**src/rtl/alu_pkg.sv**
```systemverilog
// Shared opcode, register-select, flag-index and FSM definitions for the ALU execute stage.
// No logic; constants and types only.
// Imported by alu_core and alu_exec.
package alu_pkg;

  typedef enum logic [3:0] {
    OP_ADD   = 4'h0,
    OP_ADC   = 4'h1,
    OP_SUB   = 4'h2,
    OP_SBB   = 4'h3,
    OP_AND   = 4'h4,
    OP_OR    = 4'h5,
    OP_XOR   = 4'h6,
    OP_NOT   = 4'h7,
    OP_SHL   = 4'h8,
    OP_SHR   = 4'h9,
    OP_ROL   = 4'hA,
    OP_ROR   = 4'hB,
    OP_INC   = 4'hC,
    OP_DEC   = 4'hD,
    OP_MUL   = 4'hE,
    OP_PASSB = 4'hF
  } op_e;

  localparam logic [1:0] REG_A = 2'd0;
  localparam logic [1:0] REG_X = 2'd1;
  localparam logic [1:0] REG_Y = 2'd2;
  localparam logic [1:0] REG_D = 2'd3;

  // Upper nibble of load_addr that enables a register writeback
  localparam logic [3:0] LOAD_PAGE = 4'h1;

  // Bit positions inside the {N,V,C,Z} flag vector
  localparam int FLAG_Z = 0;
  localparam int FLAG_C = 1;
  localparam int FLAG_V = 2;
  localparam int FLAG_N = 3;

  typedef enum logic [1:0] {
    ST_IDLE = 2'd0,
    ST_EXEC = 2'd1,
    ST_MULT = 2'd2
  } state_e;

endpackage

```
**src/rtl/alu_core.sv**
```systemverilog
// Combinational ALU: opcode + operands + incoming flags -> result and {N,V,C,Z}.
// Latency: zero (pure combinational).
// No flow control; MUL is not computed here (result 0, flags passed through).
module alu_core
  import alu_pkg::*;
#(
  parameter int WIDTH = 8
) (
  input  logic [3:0]       i_op,
  input  logic [WIDTH-1:0] i_a,
  input  logic [WIDTH-1:0] i_b,
  input  logic [3:0]       i_flags,
  output logic [WIDTH-1:0] o_result,
  output logic [3:0]       o_flags
);

  logic             w_cin;
  logic [WIDTH:0]   w_a_ext;
  logic [WIDTH:0]   w_b_ext;
  logic [WIDTH:0]   w_c_ext;
  logic [WIDTH:0]   w_sum;
  logic [WIDTH-1:0] w_res;
  logic             w_c;
  logic             w_v;
  logic             w_keep;

  assign w_cin   = i_flags[FLAG_C];
  assign w_a_ext = {1'b0, i_a};
  assign w_b_ext = {1'b0, i_b};
  assign w_c_ext = {{WIDTH{1'b0}}, w_cin};

  // Opcode decode: the extra sum bit is carry for additions and borrow for subtractions
  always_comb begin
    w_sum  = '0;
    w_res  = '0;
    w_c    = w_cin;
    w_v    = 1'b0;
    w_keep = 1'b0;
    case (i_op)
      OP_ADD: begin
        w_sum = w_a_ext + w_b_ext;
        w_res = w_sum[WIDTH-1:0];
        w_c   = w_sum[WIDTH];
        w_v   = (i_a[WIDTH-1] == i_b[WIDTH-1]) && (w_res[WIDTH-1] != i_a[WIDTH-1]);
      end
      OP_ADC: begin
        w_sum = w_a_ext + w_b_ext + w_c_ext;
        w_res = w_sum[WIDTH-1:0];
        w_c   = w_sum[WIDTH];
        w_v   = (i_a[WIDTH-1] == i_b[WIDTH-1]) && (w_res[WIDTH-1] != i_a[WIDTH-1]);
      end
      OP_SUB: begin
        w_sum = w_a_ext - w_b_ext;
        w_res = w_sum[WIDTH-1:0];
        w_c   = w_sum[WIDTH];
        w_v   = (i_a[WIDTH-1] != i_b[WIDTH-1]) && (w_res[WIDTH-1] != i_a[WIDTH-1]);
      end
      OP_SBB: begin
        w_sum = w_a_ext - w_b_ext - w_c_ext;
        w_res = w_sum[WIDTH-1:0];
        w_c   = w_sum[WIDTH];
        w_v   = (i_a[WIDTH-1] != i_b[WIDTH-1]) && (w_res[WIDTH-1] != i_a[WIDTH-1]);
      end
      OP_AND: w_res = i_a & i_b;
      OP_OR:  w_res = i_a | i_b;
      OP_XOR: w_res = i_a ^ i_b;
      OP_NOT: w_res = ~i_a;
      OP_SHL: begin
        w_res = {i_a[WIDTH-2:0], 1'b0};
        w_c   = i_a[WIDTH-1];
      end
      OP_SHR: begin
        w_res = {1'b0, i_a[WIDTH-1:1]};
        w_c   = i_a[0];
      end
      OP_ROL: begin
        w_res = {i_a[WIDTH-2:0], w_cin};
        w_c   = i_a[WIDTH-1];
      end
      OP_ROR: begin
        w_res = {w_cin, i_a[WIDTH-1:1]};
        w_c   = i_a[0];
      end
      OP_INC: begin
        w_sum = w_a_ext + (WIDTH+1)'(1);
        w_res = w_sum[WIDTH-1:0];
        w_c   = w_sum[WIDTH];
        w_v   = ~i_a[WIDTH-1] & w_res[WIDTH-1];
      end
      OP_DEC: begin
        w_sum = w_a_ext - (WIDTH+1)'(1);
        w_res = w_sum[WIDTH-1:0];
        w_c   = w_sum[WIDTH];
        w_v   = i_a[WIDTH-1] & ~w_res[WIDTH-1];
      end
      OP_MUL:   w_keep = 1'b1;
      OP_PASSB: w_res  = i_b;
      default:  w_keep = 1'b1;
    endcase
  end

  assign o_result = w_res;
  assign o_flags  = w_keep ? i_flags : {w_res[WIDTH-1], w_v, w_c, (w_res == '0)};

endmodule

```
**src/rtl/alu_exec.sv**
```systemverilog
// Execute/writeback stage: owns A/X/Y/D and flags, runs one decoded instruction at a time.
// Latency: writeback on the edge after accept; MUL writes back WIDTH edges later than that.
// Backpressure: in_ready is high only in IDLE; ce_n is ignored while busy (decoder holds).
module alu_exec
  import alu_pkg::*;
#(
  parameter int WIDTH  = 8,
  parameter bit MUL_EN = 1'b1
) (
  input  logic             clk,
  input  logic             rst,
  input  logic             ce_n,
  input  logic [3:0]       opcode,
  input  logic [3:0]       src_a,
  input  logic [3:0]       src_b,
  input  logic [7:0]       load_addr,
  output logic             in_ready,
  output logic             busy,
  output logic             done,
  output logic [WIDTH-1:0] result,
  output logic [3:0]       flags,
  output logic             err,
  input  logic             ld_en,
  input  logic [1:0]       ld_sel,
  input  logic [WIDTH-1:0] ld_data,
  input  logic [1:0]       dbg_sel,
  output logic [WIDTH-1:0] dbg_data
);

  localparam int CW = (WIDTH > 1) ? $clog2(WIDTH) : 1;

  state_e             r_state;
  state_e             w_state_nxt;
  logic [WIDTH-1:0]   r_regs [4];
  logic [WIDTH-1:0]   r_opa;
  logic [WIDTH-1:0]   r_opb;
  logic [3:0]         r_op;
  logic [1:0]         r_dest;
  logic               r_wen;
  logic               r_err;
  logic               r_done;
  logic [WIDTH-1:0]   r_result;
  logic [3:0]         r_flags;
  logic [2*WIDTH-1:0] r_prod;
  logic [CW-1:0]      r_cnt;

  logic               w_accept;
  logic [WIDTH-1:0]   w_opa;
  logic [WIDTH-1:0]   w_opb;
  logic               w_src_bad;
  logic               w_op_bad;
  logic               w_is_mul;
  logic               w_mul_go;
  logic               w_mul_last;
  logic               w_wb_alu;
  logic               w_wb_mul;
  logic               w_alu_write;
  logic [WIDTH-1:0]   w_core_res;
  logic [3:0]         w_core_flags;
  logic [WIDTH:0]     w_addend;
  logic [WIDTH:0]     w_hi_sum;
  logic [2*WIDTH-1:0] w_prod_nxt;
  logic [WIDTH-1:0]   w_mul_lo;
  logic [WIDTH-1:0]   w_mul_hi;
  logic               w_unused;

  // load_addr[3:2] carry no meaning for destination decode
  assign w_unused = ^load_addr[3:2];

  // Out-of-range selects read as zero
  assign w_opa     = (src_a[3:2] == 2'b00) ? r_regs[src_a[1:0]] : '0;
  assign w_opb     = (src_b[3:2] == 2'b00) ? r_regs[src_b[1:0]] : '0;
  assign w_src_bad = (src_a[3:2] != 2'b00) || (src_b[3:2] != 2'b00);
  assign w_op_bad  = (opcode == OP_MUL) && (MUL_EN == 1'b0);

  assign w_accept    = (r_state == ST_IDLE) && !ce_n;
  assign w_is_mul    = (r_op == OP_MUL);
  assign w_mul_go    = w_is_mul && (MUL_EN == 1'b1);
  assign w_mul_last  = (r_cnt == CW'(WIDTH - 1));
  assign w_wb_alu    = (r_state == ST_EXEC) && !w_mul_go;
  assign w_wb_mul    = (r_state == ST_MULT) && w_mul_last;
  assign w_alu_write = w_wb_alu && r_wen && !w_is_mul;

  // Shift-add step: conditionally add multiplicand to the high half, then shift right
  assign w_addend   = r_prod[0] ? {1'b0, r_opa} : '0;
  assign w_hi_sum   = {1'b0, r_prod[2*WIDTH-1:WIDTH]} + w_addend;
  assign w_prod_nxt = {w_hi_sum, r_prod[WIDTH-1:1]};
  assign w_mul_lo   = w_prod_nxt[WIDTH-1:0];
  assign w_mul_hi   = w_prod_nxt[2*WIDTH-1:WIDTH];

  alu_core #(.WIDTH(WIDTH)) u_core (
    .i_op     (r_op),
    .i_a      (r_opa),
    .i_b      (r_opb),
    .i_flags  (r_flags),
    .o_result (w_core_res),
    .o_flags  (w_core_flags)
  );

  // FSM state register
  always_ff @(posedge clk or posedge rst) begin
    if (rst) r_state <= ST_IDLE;
    else     r_state <= w_state_nxt;
  end

  // Next-state and handshake outputs
  always_comb begin
    w_state_nxt = r_state;
    in_ready    = 1'b0;
    busy        = 1'b1;
    case (r_state)
      ST_IDLE: begin
        in_ready = 1'b1;
        busy     = 1'b0;
        if (!ce_n) w_state_nxt = ST_EXEC;
      end
      ST_EXEC: w_state_nxt = w_mul_go ? ST_MULT : ST_IDLE;
      ST_MULT: if (w_mul_last) w_state_nxt = ST_IDLE;
      default: w_state_nxt = ST_IDLE;
    endcase
  end

  // Capture operands and instruction fields on accept; err is sticky until reset
  always_ff @(posedge clk or posedge rst) begin
    if (rst) begin
      r_opa  <= '0;
      r_opb  <= '0;
      r_op   <= '0;
      r_dest <= '0;
      r_wen  <= 1'b0;
      r_err  <= 1'b0;
    end else if (w_accept) begin
      r_opa  <= w_opa;
      r_opb  <= w_opb;
      r_op   <= opcode;
      r_dest <= load_addr[1:0];
      r_wen  <= (load_addr[7:4] == LOAD_PAGE);
      if (w_src_bad || w_op_bad) r_err <= 1'b1;
    end
  end

  // Iterative multiplier: seeded in EXEC, one product bit per MULT cycle
  always_ff @(posedge clk or posedge rst) begin
    if (rst) begin
      r_prod <= '0;
      r_cnt  <= '0;
    end else if (r_state == ST_EXEC) begin
      r_prod <= {{WIDTH{1'b0}}, r_opb};
      r_cnt  <= '0;
    end else if (r_state == ST_MULT) begin
      r_prod <= w_prod_nxt;
      r_cnt  <= r_cnt + CW'(1);
    end
  end

  // Register file; ALU writeback is ordered last so it wins over a same-edge external load
  always_ff @(posedge clk or posedge rst) begin
    if (rst) begin
      for (int i = 0; i < 4; i++) r_regs[i] <= '0;
    end else begin
      if (ld_en) r_regs[ld_sel] <= ld_data;
      if (w_alu_write) r_regs[r_dest] <= w_core_res;
      if (w_wb_mul && r_wen) begin
        r_regs[r_dest] <= w_mul_lo;
        if (r_dest != REG_D) r_regs[REG_D] <= w_mul_hi;
      end
    end
  end

  // Result, flags and the one-cycle done pulse
  always_ff @(posedge clk or posedge rst) begin
    if (rst) begin
      r_done   <= 1'b0;
      r_result <= '0;
      r_flags  <= '0;
    end else begin
      r_done <= w_wb_alu || w_wb_mul;
      if (w_wb_alu) begin
        r_result <= w_core_res;
        r_flags  <= w_core_flags;
      end else if (w_wb_mul) begin
        r_result <= w_mul_lo;
        r_flags  <= {w_mul_lo[WIDTH-1], 1'b0, (w_mul_hi != '0), (w_mul_lo == '0)};
      end
    end
  end

  assign done     = r_done;
  assign result   = r_result;
  assign flags    = r_flags;
  assign err      = r_err;
  assign dbg_data = r_regs[dbg_sel];

endmodule

```
**config.mk**
```make
export PLATFORM = sky130hd
export DESIGN_NAME = alu_exec
export DESIGN_NICKNAME = d
export VERILOG_FILES = /design/src/rtl/alu_pkg.sv /design/src/rtl/alu_core.sv /design/src/rtl/alu_exec.sv
export SDC_FILE = /design/constraint.sdc
export NUM_CORES = 1
export LEC_CHECK = 0
export BUFFER_PORTS_ARGS = -buffer_cell sky130_fd_sc_hd__clkbuf_2
export CAP_MARGIN = 10
export CELL_PAD_IN_SITES_DETAIL_PLACEMENT = 1
export CELL_PAD_IN_SITES_GLOBAL_PLACEMENT = 2
export CORE_UTILIZATION = 39
export DETAILED_ROUTE_END_ITERATION = 12
export GPL_TIMING_DRIVEN = 0
export HOLD_SLACK_MARGIN = 0.12
export PLACE_DENSITY_LB_ADDON = 0.1
export SLEW_MARGIN = 20
export SYNTH_ARGS = -nofsm -noshare
export SYNTH_HDL_FRONTEND = slang
export SYNTH_SLANG_ARGS = --single-unit
```
**constraint.sdc**
```tcl
create_clock -name clk -period 3.95 [get_ports clk]
set_clock_uncertainty 0.15 [all_clocks]
set_input_delay 0.5925 -clock clk [delete_from_list [all_inputs] [get_ports clk]]
set_output_delay 0.5925 -clock clk [all_outputs]
set_load 0.01 [all_outputs]
```
* After elaboration in Yosys (flattened, before gate mapping)
Cells that the tools add are included.
** Cells by class
- $add $sub $neg :: 8
- Order comparisons :: 7
- Equality and inequality tests :: 30
- Muxes and demuxes :: 42
- Bitwise gates (word level) :: 13
- Reductions and logical operators :: 33
** Operators by type and width (count)
- one-hot mux 8 bit (15 select lines) :: 1
- 2-to-1 mux 8 bit :: 14
- bitwise mux 32 bit :: 3
- 2-to-1 mux 32 bit :: 3
- binary-select mux 8 bit (select 2 bit) :: 3
- demux 8 bit (select 2 bit) :: 2
- == test 4 bit, second input constant :: 8
- 2-to-1 mux 16 bit :: 2
- adder 8 x 8 -> 9 bit :: 2
- == test 4 x 3 -> 1 bit, second input constant :: 4
- zero test 8 bit :: 2
- greater-or-equal comparator 3 bit, second input constant :: 5
- inverter 2 -> 3 bit :: 5
- logical AND 1 bit :: 12
- 2-to-1 mux 4 bit :: 3
- adder 8 x 1 -> 9 bit, second input constant :: 1
- adder 9 x 1 -> 9 bit :: 1
- != test 9 x 3 -> 1 bit, second input constant :: 1
- subtractor 8 x 1 -> 9 bit, second input constant :: 1
- subtractor 8 x 8 -> 9 bit :: 1
- subtractor 9 x 1 -> 9 bit :: 1
- bitwise AND 8 bit :: 1
- == test 4 x 1 -> 1 bit, second input constant :: 2
- == test 4 x 2 -> 1 bit, second input constant :: 2
- other kinds (28) :: 53
** Storage, ports and cells
- Register bits after elaboration :: 90
- Output and inout bits :: 24
- Word-level logic and storage cells :: 150

* Longest topological paths before layout
- Word-level depth :: 12
- Gate-level depth with buffers :: 14
- Gate-level depth less buffers :: 13

* Modules after synthesis
A second synthesis with hierarchy kept.
** Second synthesis, totals
- Cells, all modules :: 879
- Area total of the unflattened synthesis :: 8067.7 sq um
** Modules (own cells, without submodules)
- alu_exec :: instances 1, cells an instance 490, area each 5357.6 sq um, sequential area each 2252.2 sq um
- alu_core :: instances 1, cells an instance 389, area each 2710.1 sq um, sequential area each 0.0 sq um

* Least setup slack after synthesis
Ideal clock, no wire load.
- Kind :: register to register
- From :: register r_opa[0]
- To :: register r_flags[0], in the netlist flags[0]
- Library setup time :: 66 ps
- Data arrival time :: 3384 ps
- Path slack :: 350 ps
- Stages on the path, launching flop included :: 14
- Path buffers :: 1
- Clock period less this slack :: 3600 ps
- Cells stage by stage :: dfrtp_1 > clkbuf_1 > inv_1 > ha_1 > fa_1 > ha_1 > nor2b_1 > o311ai_0 > a211o_1 > or3_1 > xnor2_1 > a211oi_2 > and4_1 > a41o_1
** Between the ends
- Cells in the longest elaborated chain, start to end :: 6
- Elaborated cells between the ends (all ways) :: 18
** Ends and longest elaborated chain
- start: declaration :: RTL line alu_exec.sv:35 : logic [WIDTH-1:0] r_opa;
- start signal: assignment :: RTL line alu_exec.sv:133 : r_opa <= w_opa;
- subtractor 8 x 8 -> 9 bit / adder 8 x 8 -> 9 bit (equally long branches)
- subtractor 9 x 1 -> 9 bit / adder 9 x 1 -> 9 bit (equally long branches) :: RTL line alu_core.sv:59, alu_core.sv:47
- one-hot mux 8 bit (15 select lines) :: RTL line alu_core.sv:39 : case (i_op)
- zero test 8 bit :: RTL line alu_core.sv:103 : assign o_flags = w_keep ? i_flags : {w_res[WIDTH-1], w_v, w_c, (w_res == '0)};
- 2-to-1 mux 4 bit :: RTL line alu_core.sv:103
- 2-to-1 mux 4 bit (*) :: RTL line alu_exec.sv:178 : if (w_wb_alu) begin
- end signal: assignment :: RTL line alu_exec.sv:180 : r_flags <= w_core_flags;
- end signal: assignment :: RTL line alu_exec.sv:183 : r_flags <= {w_mul_lo[WIDTH-1], 1'b0, (w_mul_hi != '0), (w_mul_lo == '0)};
- end: declaration :: RTL line alu_exec.sv:43 : logic [3:0] r_flags;
Mark *: on every way between the ends. The rest lies on a longest branch, timed or not. The select of a mux whose other input is x is not followed.
A chain may end at the register's enable or synchronous reset.

* Final worst setup path
Ends and elaborated chain as after synthesis.

==> flow_results.xml <==
<?xml version="1.0" encoding="UTF-8"?>
<metrics>
  <group name="setup_path">
    <metric name="critPathSlowestCell" unit="">fa_2</metric>
    <metric name="cp_required" unit="ns">4.09</metric>
    <metric name="critical_path.startpoint_type" unit="">flop</metric>
    <metric name="path_cells" unit="">buf_8, clkinvlp_4, ha_4, fa_2, ha_4, and2_1, o2111ai_2, a211o_1, or3_4, xnor2_2, a211oi_4, buf_12, and4_1, a41o_1</metric>
    <metric name="timing.critical_path.fanout_max" unit="">6</metric>
    <metric name="cp_capture_type" unit="">flop</metric>
    <metric name="worst-setup-path-type" unit="">flop to flop</metric>
    <metric name="timing.critical_path.mode_cell" unit="">ha_4</metric>
    <metric name="cp_slowest_stage_delay" unit="ns">0.62</metric>
    <metric name="worst-endpoint-arrival" unit="ns">4.01</metric>
  </group>
  <group name="synthesis">
    <metric name="postSynthCellCount" unit="">929</metric>
    <metric name="yosys-top-cells-area" unit="">dfrtp_1, mux4_2, ha_1</metric>
    <metric name="synth.lib_cells_used.distinct" unit="">85</metric>
    <metric name="yosys_most_used_dff" unit="">dfrtp_1</metric>
    <metric name="synthArstFlopShare" unit="%">100</metric>
    <metric name="syn_area" unit="µm²">8200</metric>
    <metric name="ys.warnings.count" unit="">0</metric>
    <metric name="postSynthAreaPerCell" unit="µm²">8.82</metric>
    <metric name="synth.top_cell.area_share" unit="%">27.5</metric>
    <metric name="synth-seq-cells" unit="">90</metric>
    <metric name="synthDominantAreaCellType" unit="">dfrtp_1</metric>
    <metric name="number_of_enable_flip_flop_cells_after_synthesis" unit="">0</metric>
    <metric name="synthesis.nets" unit="">1013</metric>
    <metric name="synth_seq_area_share" unit="%">27.5</metric>
  </group>
  <group name="global_route">
    <metric name="global_route_congestion_overflow_total" unit="">0</metric>
    <metric name="grt.total_usage" unit="%">30.3</metric>
    <metric name="first_global_vias" unit="">8080</metric>
    <metric name="antenna_found_initial" unit="">0</metric>
    <metric name="grt_start_max_net_pins" unit="">54</metric>
    <metric name="busiest_layer" unit="">met2</metric>
    <metric name="global_route.usage.met3" unit="%">2.17</metric>
    <metric name="met2_usage" unit="%">54.1</metric>
    <metric name="grt_pass1_wl" unit="mm">49.6</metric>
    <metric name="use_met1" unit="%">39.6</metric>
  </group>
  <group name="cts">
    <metric name="tritoncts_num_sinks" unit="">90</metric>
    <metric name="htree_levels" unit="">3</metric>
    <metric name="clkTransAtPathRegs" unit="ns">0.07</metric>
    <metric name="cts-root-buf" unit="">clkbuf_16</metric>
    <metric name="clock_tree.buffer_depth" unit="">2</metric>
    <metric name="worstSkewPairLatency" unit="ns">0.35</metric>
    <metric name="cts_tree" unit="">done</metric>
    <metric name="number_of_buffers_added_by_the_clock_tree_synthesis_step" unit="">9</metric>
  </group>
  <group name="sta">
    <metric name="final_critical_path_setup_slack" unit="ns">0.0765</metric>
    <metric name="setup_viol" unit="">0</metric>
    <metric name="clock.fmax" unit="MHz">258</metric>
    <metric name="fin_crit_sh" unit="%">98.1</metric>
    <metric name="finalSetupTns" unit="ns">0</metric>
    <metric name="report.final.slew_viol_count" unit="">0</metric>
    <metric name="setup_repair_after_global_routing_missed_its_margin" unit="">yes</metric>
    <metric name="final-hold-violation-count" unit="">0</metric>
    <metric name="relative_max_transition_margin" unit="%">23.9</metric>
    <metric name="max_slew.worst_pin.slew" unit="ns">1.13</metric>
    <metric name="finalWorstPathRequiredPeriod" unit="ns">3.87</metric>
  </group>
  <group name="pwr">
    <metric name="p_leak" unit="nW">4.05</metric>
    <metric name="report.power.total" unit="W">0.00855</metric>
    <metric name="power-per-cell-area" unit="nW/µm²">906</metric>
    <metric name="worst_ir_drop_vdd" unit="mV">0.307</metric>
  </group>
  <group name="route">
    <metric name="wire_per_inst" unit="µm">25.1</metric>
    <metric name="wl" unit="mm">32.1</metric>
    <metric name="drt_iter0_markers" unit="">507</metric>
    <metric name="detail_route.drc_violations" unit="">0</metric>
    <metric name="vias_per_cell" unit="">6.20</metric>
    <metric name="antenna_nets_post_route" unit="">0</metric>
    <metric name="routed-via-count" unit="">7912</metric>
    <metric name="detailedRoute.firstPassIterationCount" unit="">5</metric>
  </group>
  <group name="cells_and_area">
    <metric name="layout.cells.most_common" unit="">dfrtp_1</metric>
    <metric name="antenna_cells_inserted" unit="">0</metric>
    <metric name="final_std_cell_area_no_fill" unit="µm²">9440</metric>
    <metric name="areaGrowthSynthToFinish" unit="%">15.2</metric>
    <metric name="mostFrequentLayoutCells" unit="">dfrtp_1, a21oi_1, nor2_1</metric>
    <metric name="post_layout_nonfiller_instances" unit="">1277</metric>
    <metric name="final_layout_size_suffix_gt1_share" unit="%">19.7</metric>
    <metric name="numnets_final" unit="">1086</metric>
  </group>
  <group name="placement">
    <metric name="detailed_place.area" unit="µm²">8840</metric>
    <metric name="place_congestion" unit="">0.935</metric>
    <metric name="io_buffers" unit="">51</metric>
    <metric name="place_ws" unit="ns">-0.843</metric>
    <metric name="dpl.cell_count" unit="">1251</metric>
    <metric name="dp_hpwl" unit="mm">25.0</metric>
  </group>
  <group name="die">
    <metric name="fp.dieW" unit="µm">147</metric>
    <metric name="die-height" unit="µm">147</metric>
    <metric name="io_pins" unit="">60</metric>
    <metric name="die_area" unit="µm²">21600</metric>
    <metric name="core_region_area" unit="µm²">20400</metric>
    <metric name="site_rows" unit="">52</metric>
    <metric name="floorplan.initialDensity" unit="%">40.1</metric>
  </group>
  <group name="flow_run">
    <metric name="maxCapViolCount" unit="">0</metric>
  </group>
  <group name="status">
    <metric name="run_status" unit="">completed</metric>
  </group>
  <group name="min_path">
    <metric name="holdCritPathClass" unit="">input port to flop</metric>
  </group>
</metrics>
[worst paths after layout]
path / from / cells past startpoint / slack (ns) / endpoint
worst min register to register: err / 1 / 0.33 / err
worst max-delay path: r_opa[0] / 14 / 0.08 / flags[0]
worst min-delay path: opcode[1] / 2 / 0.32 / r_op[1]
worst max register to register: r_opa[0] / 14 / 0.08 / flags[0]
max in group asynchronous: rst / 4 / 2.39 / r_opa[2]
min in group asynchronous: rst / 3 / 0.63 / r_prod[1]
[state kept, by name (all words and copies together) (netlist names), 2 cells and up]
register	flops
r_cnt	3
r_prod	16
r_state	2
r_dest	2
result	8
r_op	4
flags	4
r_regs	32
r_opa	8
r_opb	8
[cell usage after synthesis, types with 18 or more instances]
cell / count
mux4_2: 26
a21oi_1: 76
a211oi_1: 23
a22o_1: 22
nor2_1: 69
nor3_1: 29
dfrtp_1: 90
clkbuf_1: 50
mux2i_1: 51
o21ai_0: 32
nand2_1: 61
inv_1: 49
nand3_1: 18
ha_1: 45
o22ai_1: 19
[timing repair]
action	CTS	global route
resized for setup	19	26
hold endpoints to repair	31	0
hold buffers	1	0
pin swaps	4	4
setup endpoints to repair	31	16
setup buffers	3	7
[per-layer routing]
metal | vias to the layer above | part of all wire [%]
li1 | 3622 | -
met1 | 4037 | 44
met2 | 218 | 51
met3 | 35 | 3.3
met4 | 0 | 2.0
met5 | - | 0
[kinds of logic after synthesis]
| family | Yosys count | synth area share, % |
|---|---|---|
| compound gates | 278 | 23.4 |
| xor+xnor | 22 | 2.44 |
| fa+ha+maj | 48 | 7.60 |
| buf+inv | 122 | 6.17 |
| flops | 90 | 27.5 |
| mux | 94 | 15.7 |
| simple gates | 275 | 17.2 |
[report_power, final]
| part | internal, W | switching (W) | leakage (nW) |
|---|---|---|---|
| logic | 0.00225 | 0.00367 | 2.79 |
| registers | 0.00129 | 0.000412 | 1.11 |
| clock network | 0.000560 | 0.000382 | 0.154 |
| total | 0.00409 | 0.00446 | 4.05 |
[per-stage QoR]
step	utilization, %	hold slack (ns)
2_1_floorplan	-	0.307
3_3_place_gp	43.0	0.312
3_5_place_dp	43.3	0.322
4_1_cts	45.4	0.322
5_1_grt	46.2	0.339
6_report	46.2	0.320
[cell type report]
| type | count | area, µm² |
|---|---|---|
| Buffer | 70 | 334 |
| Multi-Input combinational cell | 717 | 5610 |
| Timing Repair Buffer | 63 | 380 |
| Clock buffer | 13 | 280 |
| Fill cell | 2448 | 11000 |
| Sequential cell | 90 | 2250 |
| Tap cell | 270 | 338 |
| Clock inverter | 3 | 45.0 |
| Inverter | 51 | 200 |
[critical path, delay by kind of cell, from the launching register on]
| kind | cells | cell delay, ns |
|---|---|---|
| xor+xnor | 1 | 0.16 |
| flops | 1 | 0.40 |
| fa+ha+maj | 3 | 0.97 |
| buf+inv | 3 | 0.42 |
| compound gates | 4 | 1.00 |
| simple gates | 3 | 0.70 |
No activity file was read; power rests on OpenSTA's default activity.
